$ cat src/rtl/dot_pkg.sv
// Shared constants, 5x7 font table and FSM encoding for the scrolling dot-matrix feeder.
package dot_pkg;

  localparam int unsigned FONT_COLS = 5;
  localparam int unsigned GAP_COLS  = 1;
  localparam int unsigned DISP_COLS = 10;
  localparam int unsigned ROW_BITS  = 7;

  localparam logic [3:0] CH_DASH  = 4'd10;
  localparam logic [3:0] CH_COLON = 4'd11;
  localparam logic [3:0] CH_BLANK = 4'd12;

  typedef logic [ROW_BITS-1:0] row_t;

  // Indexed [code][column]; bit0 of each entry is the top row.
  localparam row_t FONT [16][FONT_COLS] = '{
    '{7'h3E, 7'h51, 7'h49, 7'h45, 7'h3E},
    '{7'h00, 7'h42, 7'h7F, 7'h40, 7'h00},
    '{7'h42, 7'h61, 7'h51, 7'h49, 7'h46},
    '{7'h21, 7'h41, 7'h45, 7'h4B, 7'h31},
    '{7'h18, 7'h14, 7'h12, 7'h7F, 7'h10},
    '{7'h27, 7'h45, 7'h45, 7'h45, 7'h39},
    '{7'h3C, 7'h4A, 7'h49, 7'h49, 7'h30},
    '{7'h01, 7'h71, 7'h09, 7'h05, 7'h03},
    '{7'h36, 7'h49, 7'h49, 7'h49, 7'h36},
    '{7'h06, 7'h49, 7'h49, 7'h29, 7'h1E},
    '{7'h08, 7'h08, 7'h08, 7'h08, 7'h08},
    '{7'h00, 7'h36, 7'h36, 7'h00, 7'h00},
    '{7'h00, 7'h00, 7'h00, 7'h00, 7'h00},
    '{7'h00, 7'h00, 7'h00, 7'h00, 7'h00},
    '{7'h00, 7'h00, 7'h00, 7'h00, 7'h00},
    '{7'h00, 7'h00, 7'h00, 7'h00, 7'h00}
  };

  typedef enum logic {StIdle, StGlyph} state_e;

endpackage

$ cat src/rtl/dot_font_rom.sv
// Combinational 5x7 glyph lookup: one column word per (code, column).
module dot_font_rom
  import dot_pkg::*;
(
  input  logic [3:0] code_i,
  input  logic [2:0] col_i,
  output logic [6:0] row_o
);

  always_comb begin
    row_o = '0;
    if (code_i < CH_BLANK && col_i < 3'(FONT_COLS)) begin
      row_o = FONT[code_i][col_i];
    end
  end

endmodule

$ cat src/rtl/dot_scroll_gen.sv
// Queues character codes and scrolls their glyphs right-to-left across ten column words.
module dot_scroll_gen
  import dot_pkg::*;
#(
  parameter int unsigned TICK_DIV   = 1000000,
  parameter int unsigned FIFO_DEPTH = 4
) (
  input  logic       clk,
  input  logic       nreset,
  input  logic       clr,
  input  logic       char_valid,
  input  logic [3:0] char_code,
  output logic       char_ready,
  output logic       busy,
  output logic [6:0] dot_data_00,
  output logic [6:0] dot_data_01,
  output logic [6:0] dot_data_02,
  output logic [6:0] dot_data_03,
  output logic [6:0] dot_data_04,
  output logic [6:0] dot_data_05,
  output logic [6:0] dot_data_06,
  output logic [6:0] dot_data_07,
  output logic [6:0] dot_data_08,
  output logic [6:0] dot_data_09
);

  localparam int unsigned CntW    = $clog2(TICK_DIV);
  localparam logic [CntW-1:0] CntLast = CntW'(TICK_DIV - 1);
  localparam int unsigned AW      = $clog2(FIFO_DEPTH);
  localparam logic [2:0]  LastCol = 3'(FONT_COLS + GAP_COLS - 1);

  logic [CntW-1:0] cnt_d, cnt_q;
  logic [AW:0]     wr_ptr_d, wr_ptr_q, rd_ptr_d, rd_ptr_q;
  logic [3:0]      mem_q [FIFO_DEPTH];
  state_e          state_d, state_q;
  logic [2:0]      col_idx_d, col_idx_q;
  logic [3:0]      cur_code_d, cur_code_q;
  row_t            disp_d [DISP_COLS];
  row_t            disp_q [DISP_COLS];

  logic       tick, full, empty, push, pop;
  logic [3:0] head, rom_code;
  logic [2:0] rom_col;
  row_t       rom_row, nc;

  assign tick       = (cnt_q == CntLast);
  assign empty      = (wr_ptr_q == rd_ptr_q);
  assign full       = (wr_ptr_q[AW] != rd_ptr_q[AW]) && (wr_ptr_q[AW-1:0] == rd_ptr_q[AW-1:0]);
  assign char_ready = !full;
  assign push       = char_valid & char_ready;
  assign busy       = (state_q == StGlyph) | !empty;
  assign head       = mem_q[rd_ptr_q[AW-1:0]];

  // In IDLE the ROM looks at the FIFO head so column 0 is ready on the popping tick.
  assign rom_code = (state_q == StIdle) ? head : cur_code_q;
  assign rom_col  = (state_q == StIdle) ? 3'd0 : col_idx_q;

  dot_font_rom u_font (
    .code_i(rom_code),
    .col_i (rom_col),
    .row_o (rom_row)
  );

  always_comb begin
    state_d    = state_q;
    col_idx_d  = col_idx_q;
    cur_code_d = cur_code_q;
    disp_d     = disp_q;
    pop        = 1'b0;
    nc         = '0;
    cnt_d      = tick ? '0 : cnt_q + CntW'(1);

    if (tick) begin
      unique case (state_q)
        StIdle: begin
          if (!empty) begin
            pop        = 1'b1;
            cur_code_d = head;
            nc         = rom_row;
            col_idx_d  = 3'd1;
            state_d    = StGlyph;
          end
        end
        StGlyph: begin
          if (col_idx_q == LastCol) begin
            col_idx_d = 3'd0;
            state_d   = StIdle;
          end else begin
            nc        = rom_row;
            col_idx_d = col_idx_q + 3'd1;
          end
        end
      endcase
      for (int i = 0; i < DISP_COLS - 1; i++) begin
        disp_d[i] = disp_q[i+1];
      end
      disp_d[DISP_COLS-1] = nc;
    end

    wr_ptr_d = wr_ptr_q + (AW+1)'(push);
    rd_ptr_d = rd_ptr_q + (AW+1)'(pop);

    if (clr) begin
      state_d    = StIdle;
      col_idx_d  = '0;
      cur_code_d = '0;
      cnt_d      = '0;
      wr_ptr_d   = '0;
      rd_ptr_d   = '0;
      for (int i = 0; i < DISP_COLS; i++) begin
        disp_d[i] = '0;
      end
    end
  end

  always_ff @(posedge clk or negedge nreset) begin
    if (!nreset) begin
      cnt_q      <= '0;
      wr_ptr_q   <= '0;
      rd_ptr_q   <= '0;
      state_q    <= StIdle;
      col_idx_q  <= '0;
      cur_code_q <= '0;
      for (int i = 0; i < DISP_COLS; i++) begin
        disp_q[i] <= '0;
      end
    end else begin
      cnt_q      <= cnt_d;
      wr_ptr_q   <= wr_ptr_d;
      rd_ptr_q   <= rd_ptr_d;
      state_q    <= state_d;
      col_idx_q  <= col_idx_d;
      cur_code_q <= cur_code_d;
      disp_q     <= disp_d;
    end
  end

  // Storage needs no reset: pointers alone decide which entries are live.
  always_ff @(posedge clk) begin
    if (push) begin
      mem_q[wr_ptr_q[AW-1:0]] <= char_code;
    end
  end

  assign dot_data_00 = disp_q[0];
  assign dot_data_01 = disp_q[1];
  assign dot_data_02 = disp_q[2];
  assign dot_data_03 = disp_q[3];
  assign dot_data_04 = disp_q[4];
  assign dot_data_05 = disp_q[5];
  assign dot_data_06 = disp_q[6];
  assign dot_data_07 = disp_q[7];
  assign dot_data_08 = disp_q[8];
  assign dot_data_09 = disp_q[9];

endmodule

$ cat config.mk
export PLATFORM = sky130hd
export DESIGN_NAME = dot_scroll_gen
export DESIGN_NICKNAME = d
export VERILOG_FILES = /design/src/rtl/dot_pkg.sv /design/src/rtl/dot_font_rom.sv /design/src/rtl/dot_scroll_gen.sv
export SDC_FILE = /design/constraint.sdc
export NUM_CORES = 1
export LEC_CHECK = 0
export BUFFER_PORTS_ARGS = -buffer_cell sky130_fd_sc_hd__buf_4
export CAP_MARGIN = 25
export CORE_MARGIN = 1.5
export CORE_UTILIZATION = 58
export DETAILED_ROUTE_END_ITERATION = 10
export PLACE_DENSITY = 0.82
export SLEW_MARGIN = 5
export SYNTH_ARGS = -nofsm -noshare
export SYNTH_HDL_FRONTEND = slang
export SYNTH_SLANG_ARGS = --single-unit
$ cat constraint.sdc
create_clock -name clk -period 3.5 [get_ports clk]
set_clock_uncertainty 0.05 [all_clocks]
set_input_delay 0.175 -clock clk [delete_from_list [all_inputs] [get_ports clk]]
set_output_delay 0.175 -clock clk [all_outputs]
set_load 0.005 [all_outputs]
Word level (Yosys, flattened, before mapping):

Memories as Yosys holds them, arrays and structs flattened.
Cells that the tools add are included.

* logic and storage cells: 81
* bits in writable memories: 16
* memory bits (read-only): 560
* register bits: 104
* memories kept: 2

Memory list
* (name not given): words 16, width 35, rd ports 1, clocked after memory_dff 0, wr ports 0, line dot_font_rom.sv:13 `row_o = FONT[code_i][col_i];`
* mem_q: words 4, width 4, rd ports 1, clocked after memory_dff 0, wr ports 1, line dot_scroll_gen.sv:34 `logic [3:0] mem_q [FIFO_DEPTH];`

* multiplexer cells: 35
* equal/unequal tests: 8
* reductions and logical operators: 7
* bitwise gates (word level): 5
* add/sub/neg operators: 4
* magnitude comparators: 4

Operators by type and width (count)
* $mux 70: 2
* $mux 35: 2
* $mux 20: 2
* $mux 7: 5
* $bmux 7 s3: 1
* $mux 3: 7
* $add 20x1->20 const B: 1
* $eq 20x20->1 const B: 1
* $mux 4: 5
* $pmux 7 s2: 1
* $mux 1: 8
* $add 3x1->3: 2
* $pmux 3 s2: 1
* $ge 5x5->1 const B: 1
* $not 4->5: 1
* $ge 4x4->1 const B: 1
* $lt 4x4->1 const B: 1
* $ne 2x2->1 const B: 2
* $not 3->4: 1
* $add 3x1->3 const B: 1
* $eq 3x3->1: 1
* $eq 3x3->1 const B: 1
* $lt 3x3->1 const B: 1
* $ne 3x3->1 const B: 1
* other kinds (11): 13

Depth between registers and ports, before layout:

An unclocked memory read counts as a cell.

* depth in word-level cells: 14
* depth in mapped cells: 12
* gate-level depth less buffers: 10

By module:

From an unflattened synthesis, not the netlist that was laid out.

* cells, all modules: 510
* area, all modules: 5875.6 um^2

Modules (own cells, without submodules)
* dot_scroll_gen: cells an instance 383, times used 1, seq. area each 3083.0 um^2, area an instance 5027.3 um^2
* dot_font_rom: cells an instance 127, times used 1, seq. area each 0.0 um^2, area an instance 848.3 um^2

Worst setup path after synthesis:

No wires, ideal clock.

* path kind: register to register
* start point: register rd_ptr_q[0]
* end point: register disp_q (netlist bit dot_data_09[6])
* cell stages (with the launch flop): 10
* clock period less this slack: 2.865 ns
* arrival: 2.746 ns
* library setup time: 0.070 ns
* slack: 0.635 ns
* required time: 3.380 ns
* cells stage by stage: dfrtp_1 -> buf_2 -> mux4_2 -> mux2i_1 -> ha_1 -> nand2_1 -> nor3b_1 -> a31oi_1 -> or4_2 -> nand3_1

* word-level cells in the longest chain between the ends: 14

Ends and longest elaborated chain
* start, declared: line dot_scroll_gen.sv:33 `logic [AW:0] wr_ptr_d, wr_ptr_q, rd_ptr_d, rd_ptr_q;`
* start signal, assigned: line dot_scroll_gen.sv:130 `rd_ptr_q <= rd_ptr_d;`
* $mem_v2 4x4
* $mux 4: line dot_scroll_gen.sv:55 `assign rom_code = (state_q == StIdle) ? head : cur_code_q;`
* $not 4->5 (implied by the code): line dot_font_rom.sv:13
* $mem_v2 16x35
* $mux 35 (implied by the code) (2 in series): line dot_font_rom.sv:13
* $bmux 7 s3: line dot_font_rom.sv:13
* $mux 7 (implied by the code) (2 in series): line dot_font_rom.sv:13
* $mux 7: line dot_font_rom.sv:12 `if (code_i < CH_BLANK && col_i < 3'(FONT_COLS)) begin`
* $mux 7 (on tied branches): line dot_scroll_gen.sv:85, dot_scroll_gen.sv:76
* $pmux 7 s2 (*): line dot_scroll_gen.sv:74 `unique case (state_q)`
* $mux 70 (*): line dot_scroll_gen.sv:73 `if (tick) begin`
* $mux 70 (*): line dot_scroll_gen.sv:103 `if (clr) begin`
* end signal, assigned: line dot_scroll_gen.sv:134 `disp_q <= disp_d;`
* end, declared: line dot_scroll_gen.sv:39 `row_t disp_q [DISP_COLS];`

Mark *: on every way between the ends. The rest lies on a longest branch, timed or not. The select of a mux whose other input is x is not followed.
A chain may end at the register's enable or synchronous reset.

Worst setup path in the final report:

Ends and elaborated chain as after synthesis.

==> impl_metrics.json <==
{
  "yosysWarnings": 0,
  "cts-htree-levels": 4,
  "synth_nets": 662,
  "rsz0062_at_grt": "false",
  "ant_nets": 0,
  "worst_slew_pin_slew_ns": 0.822,
  "core_sq_mm": 0.00986,
  "clk_latency_ns": 0.52,
  "clock.fmax_mhz": 336,
  "syn_area_sq_mm": 0.00597,
  "cp_top_family": "simple AND/OR/NAND/NOR gates",
  "yosys.area.top_type": "dfrtp_1",
  "grt_pass1_wl_microns": 23700,
  "whs_ns": 0.116,
  "crit_path_max_incr_delay_ns": 0.61,
  "synth_edf_count": 16,
  "synthTopCellsByArea": "dfrtp_1 44%, nand2_1 11%, edfxtp_1 8.0%",
  "synth_top_area_share_pct": 43.6,
  "cpMaxStageDelayCell": "or4_2",
  "vdd_drop_max_mv": 0.359,
  "grt.total_usage_pct": 27.5,
  "status": "finished, final reports clean",
  "numCtsBuffers": 17,
  "yosysMostFrequentCell": "nand2_1",
  "cts_sinks": 120,
  "total_power_mw": 3.40,
  "routedWlPerCell_microns": 16.9,
  "postCtsSetupBuffers": 0,
  "wl_microns": 14500,
  "clock_tree.root_cell": "clkbuf_8",
  "grt_max_degree": 81,
  "period_needed_ns": 2.97,
  "crit_required_ns": 3.90,
  "yosysSeqAreaShare_pct": 51.6,
  "ys_types": 62,
  "die_h_microns": 104,
  "power_per_cell_area_mw_per_mm2": 468,
  "cp_cell_sequence": "mux4_2 > mux2i_1 > ha_1 > nand2_1 > nor3b_1 > a31oi_1 > or4_2 > nand3_1",
  "finalSetupViolCount": 0,
  "crit_fanout": 8,
  "areaGrowthSynthToFinish_pct": 21.8,
  "start_kind": "flip-flop",
  "diodes": 0,
  "first_iter_violations": 362,
  "maxCapViolations": 0,
  "chipWidth_microns": 104,
  "period_share_pct": 85.0,
  "crit_type": "reg2reg",
  "num_vias": 4977,
  "io_buffers": 79,
  "antenna_found_initial": 0,
  "cts_resized": 0,
  "remaining_drc_errors": 0,
  "crit_buf_inv": 0,
  "async_flop_share_pct": 86.7,
  "reg2reg_slack_ns": 0.53,
  "cts_hold_buf": 5,
  "clk_pin_slew_ns": 0.06,
  "nets": 730,
  "clk_path_buf_depth": 2,
  "syn_avg_cell_area_sq_um": 9.32,
  "maxSlewHeadroom_pct": 45.2,
  "p_leak_nw": 3.11,
  "tns_ns": 0,
  "synth_commonest_cells": "172 x nand2_1, 104 x dfrtp_1, 78 x a21oi_1",
  "ys_ff_latch": 120,
  "io_pins": 80,
  "die_area_sq_mm": 0.0109,
  "final_cells": 854,
  "slew_viol_final": 0,
  "dp.cells": 818,
  "gr-total-overflow": 0,
  "cts_tree": "built",
  "hold_class": "in2reg",
  "ys_dominant_reg_cell": "dfrtp_1",
  "dp_hpwl_microns": 9480,
  "cp-end-kind": "flip-flop",
  "place.gp.congestion": 0.909,
  "critPathArrivalTime_ns": 3.37,
  "vias_per_cell": 5.83,
  "rows": 36,
  "layout-drive-gt1-share_pct": 19.6,
  "start_util_pct": 60.6,
  "hold_violations": 0,
  "dr.pass1.iters": 5,
  "grt_pass1_vias": 4787,
  "synth_cells": 641
}
-- final cells by class --
cell class	count	area (sq um)
tap	133	166
timing repair buffer	94	718
multi-input combinational	468	2680
inverter	8	30.0
clock inverter	10	153
fill	679	2590
clock buffer	21	449
sequential	120	3080
-- power by group --
group | internal (mW) | leakage, nW | switching [mW]
clock | 1.18 | 0.297 | 0.583
combinational | 0.0677 | 1.21 | 0.133
sequential | 1.43 | 1.60 | 0.00930
-- layout by cell type, fill, tap and decap left out, types with 4 or more instances in the layout --
cell,netlist,layout
ha_1,13,13
a211oi_1,4,4
clkinv_2,0,5
xnor2_1,13,13
clkbuf_16,0,16
o221ai_1,4,4
nor2b_1,8,7
buf_4,0,89
nand4_1,4,4
xor2_1,11,11
o21ai_0,15,15
and2_1,4,4
nand3_1,12,12
nor3_1,5,5
edfxtp_1,16,16
dlygate4sd3_1,0,5
bufinv_16,0,4
a31oi_1,5,5
dfrtp_1,104,104
mux2i_1,14,14
o211ai_1,7,7
inv_1,7,7
nor2_1,41,41
nor4_1,5,5
a21oi_1,78,78
nand2_1,172,172
-- worst min-delay path, stage by stage --
cell	delay (ns)
buf_4	0.11
nand2_1	0.10
nor3_1	0.11
-- state kept, by name (all words and copies together) (netlist names), 4 cells and up --
| name | flops |
|---|---|
| cnt_q | 20 |
| cur_code_q | 4 |
| dot_data_06 | 7 |
| dot_data_01 | 7 |
| dot_data_05 | 7 |
| mem_q | 16 |
| dot_data_04 | 7 |
| dot_data_00 | 7 |
| dot_data_02 | 7 |
| dot_data_03 | 7 |
| dot_data_07 | 7 |
| dot_data_08 | 7 |
| dot_data_09 | 7 |
-- cell families (layout without fill, tap and decap cells) --
group,Yosys count,after routing,share of synthesized area (%)
mux,21,21,4.61
fa+ha+maj,13,13,2.72
flops,120,120,51.6
buf+inv,53,133,3.71
xor+xnor,24,24,3.52
compound gates,132,132,12.8
simple gates,278,278,21.0
-- per-layer routing --
| metal | routed length (microns) | track usage (%) | vias to the layer above |
|---|---|---|---|
| li1 | - | - | 2325 |
| met1 | 6170 | 35.7 | 2446 |
| met2 | 7230 | 45.3 | 179 |
| met3 | 753 | 6.39 | 27 |
| met4 | 308 | 9.62 | 0 |
| met5 | 0 | 0 | - |
-- per-stage QoR --
stage	util, %	worst slack (ns)	instance area (sq um)
6_report	73.8	0.526	7280
3_3_place_gp	67.2	0.565	6630
3_5_place_dp	67.2	0.577	6630
4_1_cts	73.8	0.547	7280
2_1_floorplan	-	0.635	5970
5_1_grt	73.8	0.305	7280
-- final timing paths --
check	to	from	cells after the start
hold reg to reg	cnt_q[0]$_DFF_PN0_	cnt_q[0]$_DFF_PN0_	1
setup reg to reg	dot_data_09[6]$_DFFE_PN0P_	rd_ptr_q[0]$_DFF_PN0_	8
hold / removal	mem_q[0][0]$_DFFE_PP_	char_valid	3
setup / recovery	dot_data_09[6]$_DFFE_PN0P_	rd_ptr_q[0]$_DFF_PN0_	8
max in group asynchronous	col_idx_q[1]$_DFFE_PN0P_	nreset	3
min in group asynchronous	dot_data_01[0]$_DFFE_PN0P_	nreset	2
Power figures use the tool's default switching activity.
